===== src/rtl/clk_div_n.sv =====
// Runtime-programmable integer clock divider with 50% duty for even and odd ratios.
// Ratio and enable changes are applied only at period boundaries, so oclk never glitches.
module clk_div_n #(
   parameter int unsigned CNT_W   = 8,
   parameter int unsigned DIV_RST = 5
) (
   input  logic             sclk,
   input  logic             s_rst_n,
   input  logic             en,
   input  logic [CNT_W-1:0] div_in,
   input  logic             div_load,
   output logic             oclk,
   output logic             period_start,
   output logic [CNT_W-1:0] div_cur,
   output logic             load_pend
);

   localparam logic [CNT_W-1:0] DIV_MIN   = CNT_W'(2);
   localparam logic [CNT_W-1:0] DIV_RST_V = CNT_W'(DIV_RST);

   typedef enum logic {
      IDLE = 1'b0,
      RUN  = 1'b1
   } state_t;

   state_t           state;
   state_t           state_nxt;
   logic [CNT_W-1:0] cnt;
   logic [CNT_W-1:0] cnt_nxt;
   logic [CNT_W-1:0] shadow;
   logic [CNT_W-1:0] shadow_nxt;
   logic [CNT_W-1:0] div_cur_nxt;
   logic [CNT_W-1:0] div_in_clamp;
   logic [CNT_W-1:0] half_nxt;
   logic             p_clk;
   logic             p_clk_nxt;
   logic             period_start_nxt;
   logic             load_pend_nxt;
   logic             boundary;
   logic             apply;
   logic             n_clk;
   logic             odd_n;

   // Posedge state register
   always_ff @(posedge sclk or negedge s_rst_n) begin
      if (!s_rst_n) begin
         state        <= IDLE;
         cnt          <= '0;
         p_clk        <= 1'b0;
         period_start <= 1'b0;
         div_cur      <= DIV_RST_V;
         shadow       <= DIV_RST_V;
         load_pend    <= 1'b0;
      end else begin
         state        <= state_nxt;
         cnt          <= cnt_nxt;
         p_clk        <= p_clk_nxt;
         period_start <= period_start_nxt;
         div_cur      <= div_cur_nxt;
         shadow       <= shadow_nxt;
         load_pend    <= load_pend_nxt;
      end
   end

   // Next-state: period sequencing, shadow handoff and high-phase decode
   always_comb begin
      state_nxt        = state;
      cnt_nxt          = cnt;
      period_start_nxt = 1'b0;
      div_cur_nxt      = div_cur;
      shadow_nxt       = shadow;
      load_pend_nxt    = load_pend;
      div_in_clamp     = (div_in < DIV_MIN) ? DIV_MIN : div_in;
      boundary         = (state == RUN) && (cnt == (div_cur - CNT_W'(1)));
      apply            = boundary || ((state == IDLE) && en);

      // Pending ratio takes over as a new period is entered; a same-edge load stays pending
      if (apply && load_pend) begin
         div_cur_nxt   = shadow;
         load_pend_nxt = 1'b0;
      end
      if (div_load) begin
         shadow_nxt    = div_in_clamp;
         load_pend_nxt = 1'b1;
      end

      case (state)
         IDLE: begin
            if (en) begin
               state_nxt        = RUN;
               cnt_nxt          = '0;
               period_start_nxt = 1'b1;
            end
         end
         RUN: begin
            if (boundary) begin
               cnt_nxt = '0;
               if (en) begin
                  period_start_nxt = 1'b1;
               end else begin
                  state_nxt = IDLE;
               end
            end else begin
               cnt_nxt = cnt + CNT_W'(1);
            end
         end
         default: state_nxt = IDLE;
      endcase

      half_nxt  = div_cur_nxt >> 1;
      p_clk_nxt = (state_nxt == RUN) && (cnt_nxt < half_nxt);
   end

   // Half-cycle delayed copy stretches the high phase by half a cycle for odd ratios
   always_ff @(negedge sclk or negedge s_rst_n) begin
      if (!s_rst_n) begin
         n_clk <= 1'b0;
         odd_n <= 1'b0;
      end else begin
         n_clk <= p_clk;
         odd_n <= div_cur[0];
      end
   end

   assign oclk = p_clk | (n_clk & odd_n);

endmodule


===== config.mk =====
export PLATFORM = sky130hd
export DESIGN_NAME = clk_div_n
export DESIGN_NICKNAME = d
export VERILOG_FILES = /design/src/rtl/clk_div_n.sv
export SDC_FILE = /design/constraint.sdc
export NUM_CORES = 1
export LEC_CHECK = 0
export CORE_UTILIZATION = 25
export CTS_BUF_LIST = sky130_fd_sc_hd__clkbuf_4 sky130_fd_sc_hd__clkbuf_8 sky130_fd_sc_hd__clkbuf_16
export CTS_CLUSTER_SIZE = 24
export DETAILED_ROUTE_END_ITERATION = 8
export GPL_TIMING_DRIVEN = 0
export PLACE_DENSITY_LB_ADDON = 0.2
export SLEW_MARGIN = 10
export SYNTH_ARGS = -nofsm -noshare
export SYNTH_HDL_FRONTEND = slang
export SYNTH_SLANG_ARGS = --single-unit

===== constraint.sdc =====
create_clock -name sclk -period 3.9 [get_ports sclk]
set_input_delay 0.585 -clock sclk [delete_from_list [all_inputs] [get_ports sclk]]
set_output_delay 0.585 -clock sclk [all_outputs]
set_load 0.1 [all_outputs]

==> reports/qor.csv, run 1 <==
stage,metric,value,unit
power,power.internal,0.000486,W
worst_setup_path,cp_num_buf_inv,1,
floorplan,floorplan.rows,30,
power,ir_worst_vdd,0.210,mV
synthesis,syn_avg_cell_area,11.3,µm²
power,power_frac_comb,0.049,
worst_setup_path,path_cells,a21o_1 > clkdlybuf4s15_2,
global_route,grt_antenna_before_repair,0,
worst_setup_path,cp_top_family,buffers and inverters,
power,p_clk_frac,0.424,
worst_setup_path,cp.required,3.31,ns
worst_setup_path,critPathArrivalTime,3.26,ns
routing,ant_nets,0,
synthesis,synthSimpleGateAreaFrac,0.122,
placement,gp_congestion,0.748,
worst_setup_path,critPathLaunchType,flop,
power,p_leak,0.947,nW
sta,skew,0.0117,ns
sta,finalSetupViolCount,0,
placement,port_buffers,20,
routing,vias,1306,
hold_path,hold_class,in -> async,
worst_setup_path,crit_cells,2,
routing,drt_iter0_drc,82,
clock_network,path_clk_slew,0.07,ns
cells_and_area,n_fill_cell,741,
power,finalPower,0.000621,W
floorplan,die_x,86.2,µm
sta,rsz0062_at_grt,false,
cells_and_area,nets,210,
routing,via_per_inst,4.55,
worst_setup_path,crit_slowest_cell,clkdlybuf4s15_2,
clock_network,cts.sinks,30,
synthesis,syn-num-nets,176,
synthesis,ys_seq_area_frac,0.427,
worst_setup_path,crit_path_end_kind,primary output,
sta,tightest_slew,0.972,ns
synthesis,syn_inst,156,
routing,wl_per_cell,14.3,µm
clock_network,cts_tree,done,
routing,route.detailed.drc,0,
synthesis,synth_fa_ha_area_frac,0.0565,
floorplan,dieArea,7420,µm²
sta,slew_headroom,0.350,
clock_network,htreeDepth,2,
clock_network,cts_buffer_depth,2,
global_route,grt_pass1_wl,6890,µm
global_route,grt_usage,0.122,
routing,drtPass1Iterations,4,
worst_setup_path,reg2reg_depth,16,
cells_and_area,n_antenna_cell,0,
global_route,grt_max_degree,31,
power,power_density,275,nW/µm²
worst_setup_path,critPathMaxStageDelay,0.54,ns
run_status,outcome,finished clean,
synthesis,synth_compound_area_frac,0.169,
clock_network,cts_root_buf,clkbuf_8,
worst_setup_path,worstSetupPathType,reg -> out,
synthesis,synth_seq_cells,30,
power,seq_power_share,0.527,
clock_network,clk_latency,0.28,ns
floorplan,core_area,6830,µm²
synthesis,syn-cell-area,1770,µm²
worst_setup_path,crit_path_start,odd_n,
worst_setup_path,endpoint,oclk,
synthesis,synth_mux_area_frac,0.134,
worst_setup_path,rr_startpoint,div_cur[0],
worst_setup_path,reg2reg_slack,0.25,ns
power,switchingPower,0.000135,W
cells_and_area,drive_gt1_frac,0.262,
synthesis,ys_types,48,
global_route,grt_pass1_vias,1340,
placement,hpwlAfterDp,3050,µm
clock_network,cts_hold_buf,0,
sta,finalHoldViolCount,0,
global_route,overflow,0,
floorplan,initial_core_util,0.259,
floorplan,die_h,86.2,µm
sta,drv_slew,0,
cells_and_area,area_growth,27.8,%
floorplan,ios,23,
synthesis,yosys_warnings,0,
worst_setup_path,reg2reg_to,p_clk,
power,switching_share,0.218,
sta,hold_ws,0.348,ns
cells_and_area,final_core_util,0.331,
routing,wl,4100,µm
synthesis,synth_top_family_by_area,compound AO/OA/AOI/OAI gates,
sta,setup_tns,0,ns
flow_run,maxCapViolCount,0,
worst_setup_path,path_max_fanout,1,
clock_network,numCtsBuffers,5,
synthesis,synthXorXnorAreaFrac,0.0594,
[worst min path at each step]
stage | end | depth (start not counted)
2_1_floorplan | cnt[0] | 0
3_3_place_gp | div_cur[0] | 2
3_5_place_dp | div_cur[0] | 2
4_1_cts | cnt[0] | 1
5_1_grt | cnt[0] | 1
6_report | cnt[2] | 1
[Yosys cell counts (all sizes together)]
| cell type | instances | area (µm²) |
|---|---|---|
| nand4b | 1 | 8.76 |
| and3 | 3 | 18.8 |
| o22ai | 5 | 31.3 |
| a31oi | 3 | 18.8 |
| a21oi | 4 | 20.0 |
| xnor2 | 7 | 61.3 |
| or4 | 1 | 7.51 |
| a31o | 2 | 17.5 |
| mux2 | 13 | 158 |
| or3 | 2 | 12.5 |
| o211ai | 1 | 7.51 |
| a2111oi | 2 | 42.5 |
| nor3 | 1 | 10.0 |
| a21o | 5 | 37.5 |
| dfrtp | 24 | 601 |
| nor2b | 1 | 6.26 |
| nand4 | 2 | 12.5 |
| and4 | 1 | 8.76 |
| o41ai | 1 | 8.76 |
| a211oi | 2 | 15.0 |
| nand3b | 1 | 7.51 |
| a21boi | 1 | 7.51 |
| nand3 | 5 | 25.0 |
| clkbuf | 6 | 23.8 |
| a32o | 1 | 10.0 |
| nor2 | 3 | 13.8 |
| o311ai | 1 | 26.3 |
| nor4b | 1 | 8.76 |
| o21bai | 1 | 7.51 |
| or3b | 1 | 8.76 |
| nand2 | 7 | 28.8 |
| dfstp | 4 | 105 |
| xor2 | 5 | 43.8 |
| o31ai | 2 | 15.0 |
| ha | 8 | 100 |
| dfrtn | 2 | 50.1 |
| buf | 1 | 11.3 |
| inv | 6 | 22.5 |
| nor3b | 5 | 37.5 |
| o21ai | 5 | 25.0 |
| mux2i | 8 | 80.1 |
| o22a | 1 | 8.76 |
[registers in the layout, indices dropped and copies added (netlist names)]
| register | cells |
|---|---|
| cnt | 8 |
| div_cur | 8 |
| shadow | 8 |
| load_pend | 1 |
| n_clk | 1 |
| odd_n | 1 |
| p_clk | 1 |
| period_start | 1 |
| state | 1 |
[through the flow]
step | cell area [µm²] | std cells | worst slack, ns
2_1_floorplan | 1780 | 156 | 0.0139
3_3_place_gp | 2100 | 272 | -0.285
3_5_place_dp | 2090 | 272 | -0.229
4_1_cts | 2220 | 284 | 0.00828
5_1_grt | 2260 | 287 | 0.0174
6_report | 2260 | 287 | 0.0529
[placed cells by master (no fill, tap or decap), types with 3 or more instances in the layout]
cell and instances:
xor2_1 5, clkbuf_1 4, nor3b_1 5, mux2i_1 7, o21ai_0 5, buf_4 7
mux2_4 3, nand2_1 5, clkbuf_8 6, dfrtp_1 23, a21o_1 5, inv_1 6
nand3_1 5, mux2_2 10, clkdlybuf4s50_1 18, xnor2_1 7, and3_1 3, dfstp_2 3
o22ai_1 5, a31oi_1 3, ha_1 7, a21oi_1 3
[final cells by class]
| cell class | count | area, µm² | area share |
|---|---|---|---|
| multi-input cells | 113 | 976 | 0.431 |
| flip-flops and latches | 30 | 761 | 0.336 |
| repair buffers | 27 | 249 | 0.110 |
| well taps | 96 | 120 | 0.0531 |
| clock buffers | 7 | 90.1 | 0.0398 |
| plain buffers | 7 | 38.8 | 0.0171 |
| inverters | 6 | 22.5 | 0.00996 |
| clock inverters | 1 | 5.00 | 0.00221 |
[layer usage]
| layer | up-vias | routed length [µm] | global-route usage | part of all wire |
|---|---|---|---|---|
| met5 | - | 0 | 0 | 0 |
| met4 | 0 | 22 | 0.0409 | 0.0054 |
| met3 | 2 | 90 | 0.0221 | 0.022 |
| met2 | 13 | 1970 | 0.195 | 0.48 |
| met1 | 638 | 2010 | 0.165 | 0.49 |
| li1 | 653 | - | - | - |
[repair_timing]
item,4_1_cts,5_1_grt
setup buffers,4,3
cloned,0,0
pin swaps,3,2
endpoints found under the hold margin,0,0
gates resized for setup,5,5
setup endpoints to repair,2,1
[power by group through the flow]
| stage | clock network, W | registers [W] | logic (W) |
|---|---|---|---|
| 4_1_cts | 0.000275 | 0.000327 | 0.0000315 |
| 3_5_place_dp | 0 | 0.000333 | 0.0000315 |
| 2_1_floorplan | 0 | 0.000331 | 0.0000130 |
| 5_1_grt | 0.000289 | 0.000328 | 0.0000345 |
| 6_report | 0.000264 | 0.000327 | 0.0000304 |
| 3_3_place_gp | 0 | 0.000333 | 0.0000318 |
[cell families (layout without fill, tap and decap cells)]
group / Yosys count / count (layout)
multiplexers: 21 / 21
flip-flops: 30 / 30
AO/OA/AOI/OAI: 37 / 37
XOR/XNOR: 12 / 12
buffers and inverters: 13 / 48
AND/OR/NAND/NOR: 35 / 35
adder cells (fa/ha/maj): 8 / 8
(Power assumes the default switching activity.)
==> run 2, diff against run 1 <==
Settings changed: CAP_MARGIN set to 20.
==> results of run 2 <==
The final DEF is identical to that of run 1; final timing and power are the same.
==> run 3, diff against run 2 <==
Settings changed: ABC_AREA set to 1, SETUP_SLACK_MARGIN set to 0.1.
==> reports/qor.csv, run 3 <==
stage,metric,value,unit,change
worst_setup_path,worstSetupPathType,reg -> out,,unchanged
cells_and_area,nets,262,,was 210
cells_and_area,final_common_cell,nand2_1,,was dfrtp_1
clock_network,cts_root_buf,clkbuf_8,,unchanged
sta,rsz0062_at_grt,false,,unchanged
synthesis,ys_types,33,,was 48
synthesis,syn-cell-area,1720,µm²,was 1770 µm²
synthesis,netlist_top_cells_area,"dfrtp_1 35%, nand2_1 12%, inv_1 7.4%",,"was dfrtp_1 34%, mux2_2 6.4%, dfstp_2 5.9%"
sta,skew,0.00883,ns,was 0.0117 ns
worst_setup_path,critPathArrivalTime,3.14,ns,was 3.26 ns
sta,finalSetupViolCount,0,,unchanged
floorplan,die_h,85.0,µm,was 86.2 µm
placement,port_buffers,21,,was 20
sta,finalHoldViolCount,0,,unchanged
sta,slew_headroom,0.354,,was 0.350
worst_setup_path,reg2reg_slack,0.88,ns,was 0.25 ns
synthesis,ys.flop_type,dfrtp_1,,unchanged
run_status,outcome,finished clean,,unchanged
clock_network,cts_buffer_depth,2,,unchanged
synthesis,synth_common_cells,"53 x nand2_1, 34 x inv_1, 24 x dfrtp_1",,"was 24 x dfrtp_1, 10 x mux2_2, 8 x ha_1, 8 x mux2i_1, 7 x xnor2_1"
synthesis,syn-num-nets,234,,was 176
clock_network,cts.sinks,30,,unchanged
cells_and_area,drive_gt1_frac,0.156,,was 0.262
clock_network,numCtsBuffers,5,,unchanged
routing,route.detailed.drc,0,,unchanged
synthesis,yosys_warnings,0,,unchanged
floorplan,core_area,6490,µm²,was 6830 µm²
sta,tightest_slew,0.967,ns,was 0.972 ns
worst_setup_path,reg2reg_to,p_clk,,unchanged
worst_setup_path,cp.required,3.31,ns,about the same
sta,drv_slew,0,,unchanged
synthesis,yosysMostFrequentCell,nand2_1,,was dfrtp_1
floorplan,die_x,85.0,µm,was 86.2 µm
clock_network,clk_latency,0.29,ns,was 0.28 ns
routing,wl,3640,µm,was 4100 µm
cells_and_area,area_growth,22.7,%,was 27.8%
floorplan,floorplan.rows,29,,was 30
routing,wl_per_cell,11.4,µm,was 14.3 µm
global_route,grt_pass1_vias,1383,,was 1340
floorplan,dieArea,7230,µm²,was 7420 µm²
synthesis,syn_avg_cell_area,8.06,µm²,was 11.3 µm²
worst_setup_path,rr_startpoint,div_cur[0],,unchanged
synthesis,ys_seq_area_frac,0.438,,was 0.427
synthesis,synth_seq_cells,30,,unchanged
worst_setup_path,path_max_fanout,1,,unchanged
placement,hpwlAfterDp,2880,µm,was 3050 µm
clock_network,htreeDepth,2,,unchanged
cells_and_area,reg_top3,"cnt x8, div_cur x8, shadow x8",,unchanged
worst_setup_path,crit_path_end_kind,primary output,,unchanged
synthesis,synth_edf_count,0,,unchanged
sta,setup_tns,0,ns,unchanged
worst_setup_path,critPathLaunchType,flop,,unchanged
worst_setup_path,crit_path_start,n_clk,,was odd_n
hold_path,hold_class,in -> async,,unchanged
routing,vias,1357,,was 1306
routing,via_per_inst,4.24,,was 4.55
worst_setup_path,reg2reg_depth,20,,was 16
cells_and_area,n_antenna_cell,0,,unchanged
global_route,grt_pass1_wl,6400,µm,was 6890 µm
routing,drt_iter0_drc,55,,was 82
worst_setup_path,endpoint,oclk,,unchanged
flow_run,maxCapViolCount,0,,unchanged
routing,ant_nets,0,,unchanged
global_route,overflow,0,,unchanged
global_route,grt_usage,0.116,,was 0.122
routing,drtPass1Iterations,4,,unchanged
floorplan,ios,23,,unchanged
clock_network,cts_setup_buffers,0,,was 4
global_route,grt_antenna_before_repair,0,,unchanged
cells_and_area,mostFrequentLayoutCells,"53 x nand2_1, 34 x inv_1, 24 x dfrtp_1",,"was 23 x dfrtp_1, 18 x clkdlybuf4s50_1, 10 x mux2_2"
placement,gp_congestion,0.726,,was 0.748
clock_network,cts_tree,done,,unchanged
clock_network,path_clk_slew,0.06,ns,was 0.07 ns
synthesis,synth_top_area_frac,0.348,,was 0.339
global_route,grt_max_degree,31,,unchanged
synthesis,synth_top_area_cell,dfrtp_1,,unchanged
floorplan,initial_core_util,0.265,,was 0.259
synthesis,syn_inst,214,,was 156
synthesis,synth-async-reset-ratio,1.00,,unchanged
## run 3: kinds of logic (layout without fill, tap and decap cells)
kind of cell | count (synthesis) | in the layout | synth area share
flip-flops | 30 | 30 | 0.438
AO/OA/AOI/OAI | 25 | 25 | 0.0914
AND/OR/NAND/NOR | 103 | 103 | 0.278
adder cells (fa/ha/maj) | 8 | 8 | 0.0581
buffers and inverters | 38 | 67 | 0.0834
XOR/XNOR | 10 | 10 | 0.0508
## run 3: worst min-delay path by stage
| stage | start | endpoint | cells past startpoint |
|---|---|---|---|
| after floorplan | s_rst_n | cnt[0] | 0 |
| after global placement | shadow[2] | shadow[2] | 2 |
| after detailed placement | shadow[2] | shadow[2] | 2 |
| after CTS | s_rst_n | shadow[1] | 1 |
| after global routing | s_rst_n | p_clk | 1 |
| final | s_rst_n | shadow[3] | 1 |
## run 3: repair_timing
item	CTS	global route
hold buffers	0	0
endpoints found under the setup margin	1	0
resized for setup	5	0
## run 3: metal layers
layer,global-route usage,share of wire
met3,0.0272,0.029
met4,0.0539,0.021
met5,0,0
met2,0.180,0.45
met1,0.153,0.50
## run 3: layout make-up
cell class / instances / area [µm²]
timing repair buffer: 21 / 200
inverter: 36 / 135
sequential: 30 / 756
multi-input combinational: 146 / 825
fill: 694 / 4380
buffer: 2 / 8.76
clock buffer: 7 / 90.1
clock inverter: 1 / 5.00
tap: 77 / 96.3
## run 3: critical path, cell delays in order, from the launching register on
cell and delay [ns]:
dfrtn_1 0.38, a21o_1 0.10, buf_2 0.41
## run 3: stage by stage
| stage | area (µm²) | worst slack (ns) | util | std cells | hold WS, ns |
|---|---|---|---|---|---|
| 2_1_floorplan | 1720 | 0.331 | - | 214 | 0.289 |
| 3_3_place_gp | 2030 | -0.234 | 0.313 | 312 | 0.462 |
| 3_5_place_dp | 2030 | -0.237 | 0.312 | 312 | 0.464 |
| 4_1_cts | 2120 | 0.164 | 0.326 | 320 | 0.368 |
| 5_1_grt | 2120 | 0.141 | 0.326 | 320 | 0.398 |
| 6_report | 2120 | 0.178 | 0.326 | 320 | 0.343 |
Power of run 3 is left out: the tool's default activity adds up to more than one toggle a clock period on the data nets, which glitch-free logic cannot reach.
